### config.mk
export PLATFORM = sky130hd
export DESIGN_NAME = mem_port_arbiter
export DESIGN_NICKNAME = d
export VERILOG_FILES = /design/src/rtl/mem_port_arbiter_pkg.sv /design/src/rtl/arb_priority_pick.sv /design/src/rtl/mem_port_arbiter.sv
export SDC_FILE = /design/constraint.sdc
export NUM_CORES = 1
export LEC_CHECK = 0
export CORE_ASPECT_RATIO = 0.75
export CORE_MARGIN = 8
export CORE_UTILIZATION = 34
export DETAILED_ROUTE_END_ITERATION = 10
export PLACE_DENSITY = 0.86
export SYNTH_ARGS = -nofsm -noshare
export SYNTH_HDL_FRONTEND = slang
export SYNTH_SLANG_ARGS = --single-unit
### constraint.sdc
create_clock -name clk -period 2.5 [get_ports clk]
set_clock_uncertainty 0.2 [all_clocks]
set_input_delay 0.5 -clock clk [delete_from_list [all_inputs] [get_ports clk]]
set_output_delay 0.5 -clock clk [all_outputs]
set_load 0.01 [all_outputs]
### src/rtl/mem_port_arbiter_pkg.sv
// Shared definitions for the fetch/data memory port arbiter.
//   state_t : arbiter FSM states (IDLE, BUSY, RESP)
//   owner_t : which port owns the in-flight access
//   acc_t   : latched access payload (we, addr, wdata)
package mem_port_arbiter_pkg;

  localparam int unsigned MEM_LAT_DEF    = 2;
  localparam int unsigned STARVE_MAX_DEF = 3;
  localparam int unsigned CNT_W          = 3;
  localparam int unsigned ADDR_W         = 8;
  localparam int unsigned DATA_W         = 32;
  localparam int unsigned INSN_W         = 16;

  typedef enum logic [1:0] {
    IDLE = 2'd0,
    BUSY = 2'd1,
    RESP = 2'd2
  } state_t;

  typedef enum logic {
    OWN_D  = 1'b0,
    OWN_IF = 1'b1
  } owner_t;

  typedef struct packed {
    logic              we;
    logic [ADDR_W-1:0] addr;
    logic [DATA_W-1:0] wdata;
  } acc_t;

endpackage

### src/rtl/arb_priority_pick.sv
// Combinational winner select between fetch and data requests.
//   if_req, d_req : pending requests
//   starve_full   : fetch has lost the maximum number of rounds
//   if_win, d_win : one-hot (or zero) winner
module arb_priority_pick (
  input  logic if_req,
  input  logic d_req,
  input  logic starve_full,
  output logic if_win,
  output logic d_win
);

  // Data wins by default; a starved fetch takes the round instead.
  always_comb begin
    if_win = 1'b0;
    d_win  = 1'b0;
    if (if_req && starve_full) begin
      if_win = 1'b1;
    end else if (d_req) begin
      d_win = 1'b1;
    end else if (if_req) begin
      if_win = 1'b1;
    end
  end

endmodule

### src/rtl/mem_port_arbiter.sv
// Arbitrates a fetch port and a data port onto a single memory port.
//   clk, rst                       : clock, synchronous active-high reset
//   if_req/if_addr -> if_gnt/if_done/if_rdata        : fetch port
//   d_req/d_we/d_addr/d_wdata -> d_gnt/d_done/d_rdata : data port
//   mem_en/mem_we/mem_addr/mem_wdata, mem_rdata      : memory port
module mem_port_arbiter
  import mem_port_arbiter_pkg::*;
#(
  parameter int unsigned MEM_LAT    = MEM_LAT_DEF,
  parameter int unsigned STARVE_MAX = STARVE_MAX_DEF
) (
  input  logic              clk,
  input  logic              rst,
  input  logic              if_req,
  input  logic [ADDR_W-1:0] if_addr,
  output logic              if_gnt,
  output logic              if_done,
  output logic [INSN_W-1:0] if_rdata,
  input  logic              d_req,
  input  logic              d_we,
  input  logic [ADDR_W-1:0] d_addr,
  input  logic [DATA_W-1:0] d_wdata,
  output logic              d_gnt,
  output logic              d_done,
  output logic [DATA_W-1:0] d_rdata,
  output logic              mem_en,
  output logic              mem_we,
  output logic [ADDR_W-1:0] mem_addr,
  output logic [DATA_W-1:0] mem_wdata,
  input  logic [DATA_W-1:0] mem_rdata
);

  state_t           state, state_n;
  logic [CNT_W-1:0] cnt, cnt_n;
  logic [CNT_W-1:0] starve_cnt;
  owner_t           owner;
  acc_t             acc_q;

  logic arb_en, in_busy, in_resp;
  logic if_win, d_win, starve_full;

  assign starve_full = (starve_cnt == CNT_W'(STARVE_MAX));

  arb_priority_pick u_pick (
    .if_req      (if_req),
    .d_req       (d_req),
    .starve_full (starve_full),
    .if_win      (if_win),
    .d_win       (d_win)
  );

  // Phase decode; everything is forced quiet in the reset cycle.
  assign arb_en  = !rst && ((state == IDLE) || (state == RESP));
  assign in_busy = !rst && (state == BUSY);
  assign in_resp = !rst && (state == RESP);

  assign if_gnt    = arb_en && if_win;
  assign d_gnt     = arb_en && d_win;
  assign mem_en    = in_busy;
  assign mem_we    = in_busy && acc_q.we;
  assign mem_addr  = rst ? '0 : acc_q.addr;
  assign mem_wdata = rst ? '0 : acc_q.wdata;
  assign if_done   = in_resp && (owner == OWN_IF);
  assign d_done    = in_resp && (owner == OWN_D);
  assign if_rdata  = if_done ? mem_rdata[INSN_W-1:0] : '0;
  assign d_rdata   = (d_done && !acc_q.we) ? mem_rdata : '0;

  // FSM state register.
  always_ff @(posedge clk) begin
    if (rst) begin
      state <= IDLE;
      cnt   <= '0;
    end else begin
      state <= state_n;
      cnt   <= cnt_n;
    end
  end

  // FSM next state: arbitrate in IDLE/RESP, count MEM_LAT cycles in BUSY.
  always_comb begin
    state_n = state;
    cnt_n   = cnt;
    unique case (state)
      IDLE, RESP: begin
        if (if_win || d_win) begin
          state_n = BUSY;
          cnt_n   = '0;
        end else begin
          state_n = IDLE;
        end
      end
      BUSY: begin
        if (cnt == CNT_W'(MEM_LAT - 1)) begin
          state_n = RESP;
        end else begin
          cnt_n = cnt + CNT_W'(1);
        end
      end
      default: begin
        state_n = IDLE;
        cnt_n   = '0;
      end
    endcase
  end

  // Access latch, owner and fetch starvation counter.
  always_ff @(posedge clk) begin
    if (rst) begin
      acc_q      <= '0;
      owner      <= OWN_D;
      starve_cnt <= '0;
    end else begin
      if (d_gnt) begin
        acc_q <= '{we: d_we, addr: d_addr, wdata: d_wdata};
        owner <= OWN_D;
      end else if (if_gnt) begin
        // Fetch is read-only.
        acc_q <= '{we: 1'b0, addr: if_addr, wdata: '0};
        owner <= OWN_IF;
      end
      if (if_gnt) begin
        starve_cnt <= '0;
      end else if (arb_en && if_req && d_win && !starve_full) begin
        starve_cnt <= starve_cnt + CNT_W'(1);
      end
    end
  end

endmodule

# Yosys cells after proc, flatten, opt, wreduce, memory -nomap -nowiden
# Cells that the tools add are included.
# op_classes
n_eq_ne	7
muxes	17
n_reduce_logical	24
add_sub_neg	2
bitwise	1
# ops
op	n
2-to-1 mux 41 bit	2
2-to-1 mux 32 bit	2
2-to-1 mux 16 bit	1
logical AND 1 bit	13
2-to-1 mux 8 bit	1
adder 3 x 1 -> 3 bit (second input constant)	2
2-to-1 mux 1 bit	6
2-to-1 mux 3 bit	2
one-hot mux 3 bit (2 select lines)	1
OR reduction 2 bit	3
!= test 2 bit (second input constant)	2
one-hot mux 2 bit (2 select lines)	1
equality test 3 x 1 -> 1 bit (second input constant)	1
equality test 3 x 2 -> 1 bit (second input constant)	1
zero test 1 bit	3
equality test 2 x 1 -> 1 bit (second input constant)	1
equality test 2 bit (second input constant)	1
zero test 2 bit	1
logical OR 1 bit	2
2-to-1 mux 2 bit	1
!= test 2 x 1 -> 1 bit (second input constant)	1
AND reduction 2 bit	1
nonzero test 2 bit	1
NOT 1 bit	1
# word_totals
wordCells	58
regBits	50
out_inout_bits	94
inputBits	85

# Logic depth before layout (Yosys ltp)
# Gate-level depths: netlist of the first run.
# depth
ltp_word	6
depth_mapped	8
ltp_nobuf	5

# Hierarchy
# Synthesis of the first run repeated with hierarchy kept, for this count alone.
# unflattened
hier_cells	271
hier_area_um2	2469.9
# modules_own_cells
module	instances	area_each_um2	seq_area_each_um2	cells_each
mem_port_arbiter	1	2451.1	1001.0	268
arb_priority_pick	1	18.8	0.0	3

# Least setup slack after synthesis of the first run
# OpenSTA, ideal clock, no wires.
# synth_timing
path_type	register to output
from	register starve_cnt[0]
to	output d_gnt
path_buffers	3
arrival_time_ps	1346
t_required_ps	1800
setup_slack_ps	454
path_stages_with_launch	8
cell_sequence	dfxtp_1 -> ha_1 -> ha_1 -> a21boi_2 -> buf_6 -> and2_4 -> buf_6 -> buf_6
# synth_via
elab_chain_len	4
# synth_rtl
item	line	text
from (decl)	mem_port_arbiter.sv:35	logic [CNT_W-1:0] starve_cnt;
from (signal assigned)	mem_port_arbiter.sv:124	starve_cnt <= starve_cnt + CNT_W'(1);
equality test 3 x 2 -> 1 bit	mem_port_arbiter.sv:42	assign starve_full = (starve_cnt == CNT_W'(STARVE_MAX));
logical AND 1 bit	arb_priority_pick.sv:17	if (if_req && starve_full) begin
2-to-1 mux 1 bit	arb_priority_pick.sv:17	
logical AND 1 bit	mem_port_arbiter.sv:58	assign d_gnt = arb_en && d_win;
to (decl)	mem_port_arbiter.sv:23	output logic d_gnt,
# No other way between the ends.

# Worst setup path after layout of the first run
# layout_timing
from	register starve_cnt[0]
to	output if_gnt
# layout_via
elab_chain_len	4
# layout_rtl
item	line	text
equality test 3 x 2 -> 1 bit	mem_port_arbiter.sv:42	
logical AND 1 bit	arb_priority_pick.sv:17	
2-to-1 mux 1 bit	arb_priority_pick.sv:17	
logical AND 1 bit	mem_port_arbiter.sv:57	assign if_gnt = arb_en && if_win;
to (decl)	mem_port_arbiter.sv:16	output logic if_gnt,
# No other way between the ends.

==> results.yml, run 1 <==
run_status:
  outcome: "finished clean"
route:
  wl_um: 9247
  wl_per_cell_um: 17.25
  drc: 0
  ant_nets: 0
  via_per_inst: 4.679
  drt-pass1-iter-count: 4
  first_iter_violations: 151
  vias: 2508
timing:
  clock.fmax_mhz: 417.1
  layout_min_cycle_time_ns: 2.398
  rsz0062_at_grt: "no"
  slew_headroom: 0.7011
  fin_crit_sh: 0.9590
  setup_viol: 0
  max_slew.worst_pin.slew_ns: 0.4483
  drv_slew: 0
  finalWorstSetupSlack_ns: 0.1024
  hold_violations: 0
  fin_tns_setup_ns: 0
floorplan:
  core_um2: 6897
  die_x_um: 113.8
  die_h_um: 89.38
  rows: 26
  ioPinCount: 179
  initial_core_util: 0.3540
  dieArea_um2: 10180
global_routing:
  grt_pass1_vias: 2605
  grt_antenna_before_repair: 0
  grt_max_degree: 41
  grt_use_total: 0.1690
  grt_overflow: 0
  grt_first_pass_wirelength_um: 13710
synthesis:
  ys_types: 33
  syn_area_per_cell_um2: 9.425
  synth_cells: 259
  ys_ff_latch: 50
  yosysSeqAreaShare: 0.4100
  syn_nets: 348
  yosysWarnings: 0
  netlist_area_um2: 2441
power:
  switching_share: 0.2519
  p_per_area_nw_per_um2: 403.8
  clkPwrFrac: 0.272
  p_leak_uw: 0.002200
  p_seq_frac: 0.485
  combinationalPowerShare: 0.244
  switchingPower_uw: 453.0
  peakVddDrop_v: 0.0002135
  internal_power_uw: 1345
clock_network:
  clockBufferDepth: 2
  htreeDepth: 2
  clkLatencyLatePin_ns: 0.30
  clk_pin_slew_ns: 0.09
  root_buffer: "clkbuf_8"
  clock_sinks: 50
  cts_tree: "built"
  cts_buffers: 5
worst_setup_path:
  rr_worst_depth: 7
  crit_type: "flip-flop to primary output"
  worst_ep_required_time_ns: 1.80
  critPathArrivalTime_ns: 1.70
  cp-start-kind: "flip-flop"
  path_max_fanout: 3
  end_kind: "primary output"
place:
  hpwl_um: 7111
  gp_congestion: 0.8514
  dp_slack_ns: -0.1700
  numPortBuffers: 178
finish:
  syn2layout_area_growth_pct: 82.42
  antenna_cells: 0
  layout_commonest_cell: "clkdlybuf4s50_1"
  drive_above_1_share: 0.07991
  layout_common_cells: "clkdlybuf4s50_1 (126), dfxtp_1 (50), and2_1 (48)"
  nets: 526
worst_hold_path:
  hp-class: "flip-flop to flip-flop"
  hold_depth: 2
flow_run:
  cap_violations: 0
[logic make-up (layout without fill, tap and decap cells)]
logic type	count (synthesis)	after routing	synth area share
flip-flops	50	50	0.4100
buffers and inverters	25	204	0.05535
multiplexers	10	10	0.04305
AND/OR/NAND/NOR	117	117	0.2947
AO/OA/AOI/OAI	53	53	0.1763
adder cells (fa/ha/maj)	4	4	0.02050
[worst paths after layout]
kind / from / endpoint / slack [ns]
min: starve_cnt[2] / starve_cnt[2] / 0.28
max reg2reg: starve_cnt[0] / acc_q[38] / 0.34
min reg2reg: starve_cnt[2] / starve_cnt[2] / 0.28
max: starve_cnt[0] / if_gnt / 0.10
[power groups by stage]
stage	logic, µW	registers, µW	clock network, µW
finish	438	871	489
global route	473	877	535
CTS	442	872	498
detailed placement	440	890	0
global placement	430	888	0
floorplan	188	886	0
[synthesized netlist by cell type]
master     instances  area share
a21oi_1            7       0.014
buf_6              5       0.023
and4bb_2           1      0.0051
dfxtp_1           50        0.41
a32o_1             1      0.0041
or2_2              2      0.0051
and2_4             1      0.0036
and3_1             2      0.0051
a21boi_2           1      0.0046
o32a_1             1      0.0041
and2_1            48        0.12
o2bb2ai_1          6       0.022
buf_1              1      0.0015
or3_1              3      0.0077
mux2i_1            6       0.025
nor2_1             4      0.0061
buf_2              3      0.0061
nor2b_1           42        0.11
a22o_1            32        0.11
ha_1               4       0.021
mux2_2             4       0.018
nand3b_1           1      0.0031
nand2b_1           5       0.013
o32ai_1            1      0.0036
nor2_2             1      0.0026
a211oi_1           1      0.0031
nand2_1            5      0.0077
clkbuf_1          11       0.017
o21ai_1            1      0.0020
nor3b_1            1      0.0031
inv_1              5      0.0077
o21ai_0            2      0.0041
nor3_1             1      0.0020
[flip-flops by register name, indices dropped and copies added, names as in the netlist]
signal	flops
acc_q	41
cnt	3
owner	1
state	2
starve_cnt	3
[worst max-delay path, stage by stage (launching register included)]
cell and delay [ns]:
dfxtp_1 0.34, ha_1 0.20, ha_1 0.20, a21boi_2 0.18, buf_4 0.15, nor2_1 0.04
dlygate4sd2_1 0.29
[metrics by stage]
stage / hold slack, ns / std cells / utilization / power, µW / cell area [µm²]
finish: 0.2806 / 536 / 0.6457 / 1798 / 4453
CTS: 0.2756 / 536 / 0.6402 / 1811 / 4415
floorplan: 0.2319 / 259 / - / 1074 / 2441
global route: 0.2994 / 536 / 0.6457 / 1885 / 4453
detailed placement: 0.2635 / 527 / 0.6308 / 1330 / 4350
global placement: 0.2377 / 527 / 0.6308 / 1318 / 4350
[layout make-up]
type / instances / area, µm²
flip-flops and latches: 50 / 1001
well taps: 98 / 122.6
fillers: 573 / 2444
multi-input cells: 184 / 1324
clock buffers: 7 / 86.33
inverters: 5 / 18.77
clock inverters: 1 / 5.005
repair buffers: 191 / 1896
[metal layers]
| metal | share of wire | up-vias | track usage |
|---|---|---|---|
| li1 | - | 1241 | - |
| met1 | 0.41 | 1170 | 0.1969 |
| met2 | 0.51 | 87 | 0.2983 |
| met3 | 0.073 | 10 | 0.05668 |
| met4 | 0.0072 | 0 | 0.03369 |
| met5 | 0 | - | 0 |
[repair_timing]
action,in CTS,in global routing
setup endpoints to repair,50,18
hold buffers,0,0
setup buffers,1,0
resized for setup,37,18
pin swaps,1,0
No activity file was read; power rests on OpenSTA's default activity.
==> inputs of run 2 (changes only) <==
Settings changed: PLACE_DENSITY 0.86 to 0.8.
==> run 2 against run 1 <==
Cell area barely moved; routed wire length is 1.1% lower; global-route usage grew 0.35 points; cell count is the same; via count is 0.32% higher; count of clock-buffer cells in the layout down 2; first-iteration DRC count fell by 30%; sequential share of layout area is essentially flat; die area stayed put; critical endpoint is now mem_wdata[10]; largest power group unchanged.
==> results.yml, run 2 (synthesis results as in run 1) <==
run_status:
  outcome: "finished clean"
timing:
  layout_min_cycle_time_ns: 2.466
  clock.fmax_mhz: 405.5
  slew_headroom: 0.7168
  drv_slew: 0
  rsz0062_at_grt: "yes"
  setup_viol: 0
  fin_crit_sh: 0.9864
  hold_violations: 0
  whs_ns: 0.2559
  max_slew.worst_pin.slew_ns: 0.4247
worst_setup_path:
  crit_type: "primary input to primary output"
  worst_ep_required_time_ns: 1.80
  end_kind: "primary output"
  critPathLaunch: "rst"
  path_max_fanout: 27
  r2r-end: "acc_q[38]"
  rr_worst_depth: 6
  reg2reg_from: "starve_cnt[0]"
  cp-start-kind: "primary input"
  critPathArrivalTime_ns: 1.77
  r2r_slack_ns: 0.44
global_routing:
  busiest_layer: "met2"
  grt_antenna_before_repair: 0
  grt_pass1_vias: 2766
  gr-usage-met1: 0.1783
  met3_usage: 0.1086
  grt_use_total: 0.1725
  grt_overflow: 0
  grt_max_degree: 41
  met2_usage: 0.2962
  grt_first_pass_wirelength_um: 13990
route:
  first_iter_violations: 105
  via_per_inst: 4.694
  wl_um: 9147
  drt-pass1-iter-count: 4
  ant_nets: 0
  wl_per_cell_um: 17.07
  drc: 0
  vias: 2516
finish:
  layout_common_cells: "clkdlybuf4s50_1 (124), dfxtp_1 (50), and2_1 (48)"
  max_flop_register: "acc_q"
  drive_above_1_share: 0.08219
  antenna_cells: 0
  largest_reg_flops: 41
  syn2layout_area_growth_pct: 82.32
  nets: 527
  top_regs: "acc_q x41, cnt x3, starve_cnt x3"
  layout_commonest_cell: "clkdlybuf4s50_1"
  utilization: 0.6453
clock_network:
  root_buffer: "clkbuf_8"
  postCtsSetupRepairBufs: 0
  clockBufferDepth: 2
  cts_tree: "built"
  cts_buffers: 5
  clkLatencyLatePin_ns: 0.30
  hold_buffers: 0
  htreeDepth: 2
  clk_pin_slew_ns: 0.09
  clock_sinks: 50
place:
  hpwl_um: 7230
  numPortBuffers: 178
  gp_congestion: 0.7898
floorplan:
  die_x_um: 113.8
  rows: 26
  ioPinCount: 179
  die_h_um: 89.38
  dieArea_um2: 10180
  initial_core_util: 0.3540
  core_um2: 6897
power:
  p_per_area_nw_per_um2: 398.6
  p_leak_uw: 0.002197
  peakVddDrop_v: 0.0002172
  fin_total_pwr_uw: 1774
worst_hold_path:
  hp-start: "starve_cnt[2]"
  hold_depth: 2
  whs_endpoint: "starve_cnt[2]"
  hp-class: "flip-flop to flip-flop"
flow_run:
  cap_violations: 0
## run 2: changes by cell type in the layout (fill, tap and decap cells not counted), sizes merged
cell           before  now
buf                14   15
clkbuf              8    6
clkdlybuf4s50     126  124
dlygate4sd2        33   36
dlymetal6s2s       17   16
inv                 5    6
## run 2: area by class of cell
type / count / area (µm²)
Fill cell: 571 / 2446
Timing Repair Buffer: 192 / 1897
Multi-Input combinational cell: 184 / 1329
Sequential cell: 50 / 1001
Tap cell: 98 / 122.6
Clock buffer: 5 / 68.82
Inverter: 5 / 18.77
Clock inverter: 2 / 13.76
## run 2: routing by layer
layer	routed length, µm	part of all wire
met1	3565	0.39
met4	22	0.0024
met5	0	0
met2	4286	0.47
met3	1274	0.14
## run 2: where the power goes
group / internal (µW) / switching (µW) / total, µW
clock: 194 / 270 / 464
combinational: 268 / 170 / 439
sequential: 855 / 16.8 / 872
total: 1320 / 457 / 1770
## run 2: how the worst max path moves through the flow
stage                    endpoint  slack, ns  depth (start not counted)
finish              mem_wdata[10]       0.03                          5
global route         mem_wdata[3]      -0.01                          5
CTS                   if_rdata[5]      0.009                          5
detailed placement          d_gnt      -0.14                          4
global placement            d_gnt      -0.13                          4
floorplan                   d_gnt       0.45                          7
## run 2: repair_timing
action | in CTS | in global routing
resized for setup | 38 | 20
cloned | 0 | 0
pin swaps | 0 | 0
setup endpoints to repair | 46 | 21
## run 2: metrics by stage
step,setup TNS (ns),worst slack [ns],area [µm²],cells
final,0,0.03399,4451,536
after global routing,-0.03037,-0.01331,4451,536
after CTS,0,0.008854,4407,536
after detailed placement,-1.867,-0.1377,4365,529
after global placement,-1.591,-0.1273,4365,529
after floorplan,0,0.4535,2441,259
## run 2: worst max-delay path: stages
cell and delay, ns:
buf_2 0.12, buf_4 0.13, buf_4 0.22, nor2b_1 0.22, clkdlybuf4s50_1 0.58
==> inputs of run 3 (changes only) <==
Settings changed: CTS_CLUSTER_SIZE set to 14.
==> results of run 3 <==
Same layout as run 2: the final DEF is identical, and so are final timing and power.
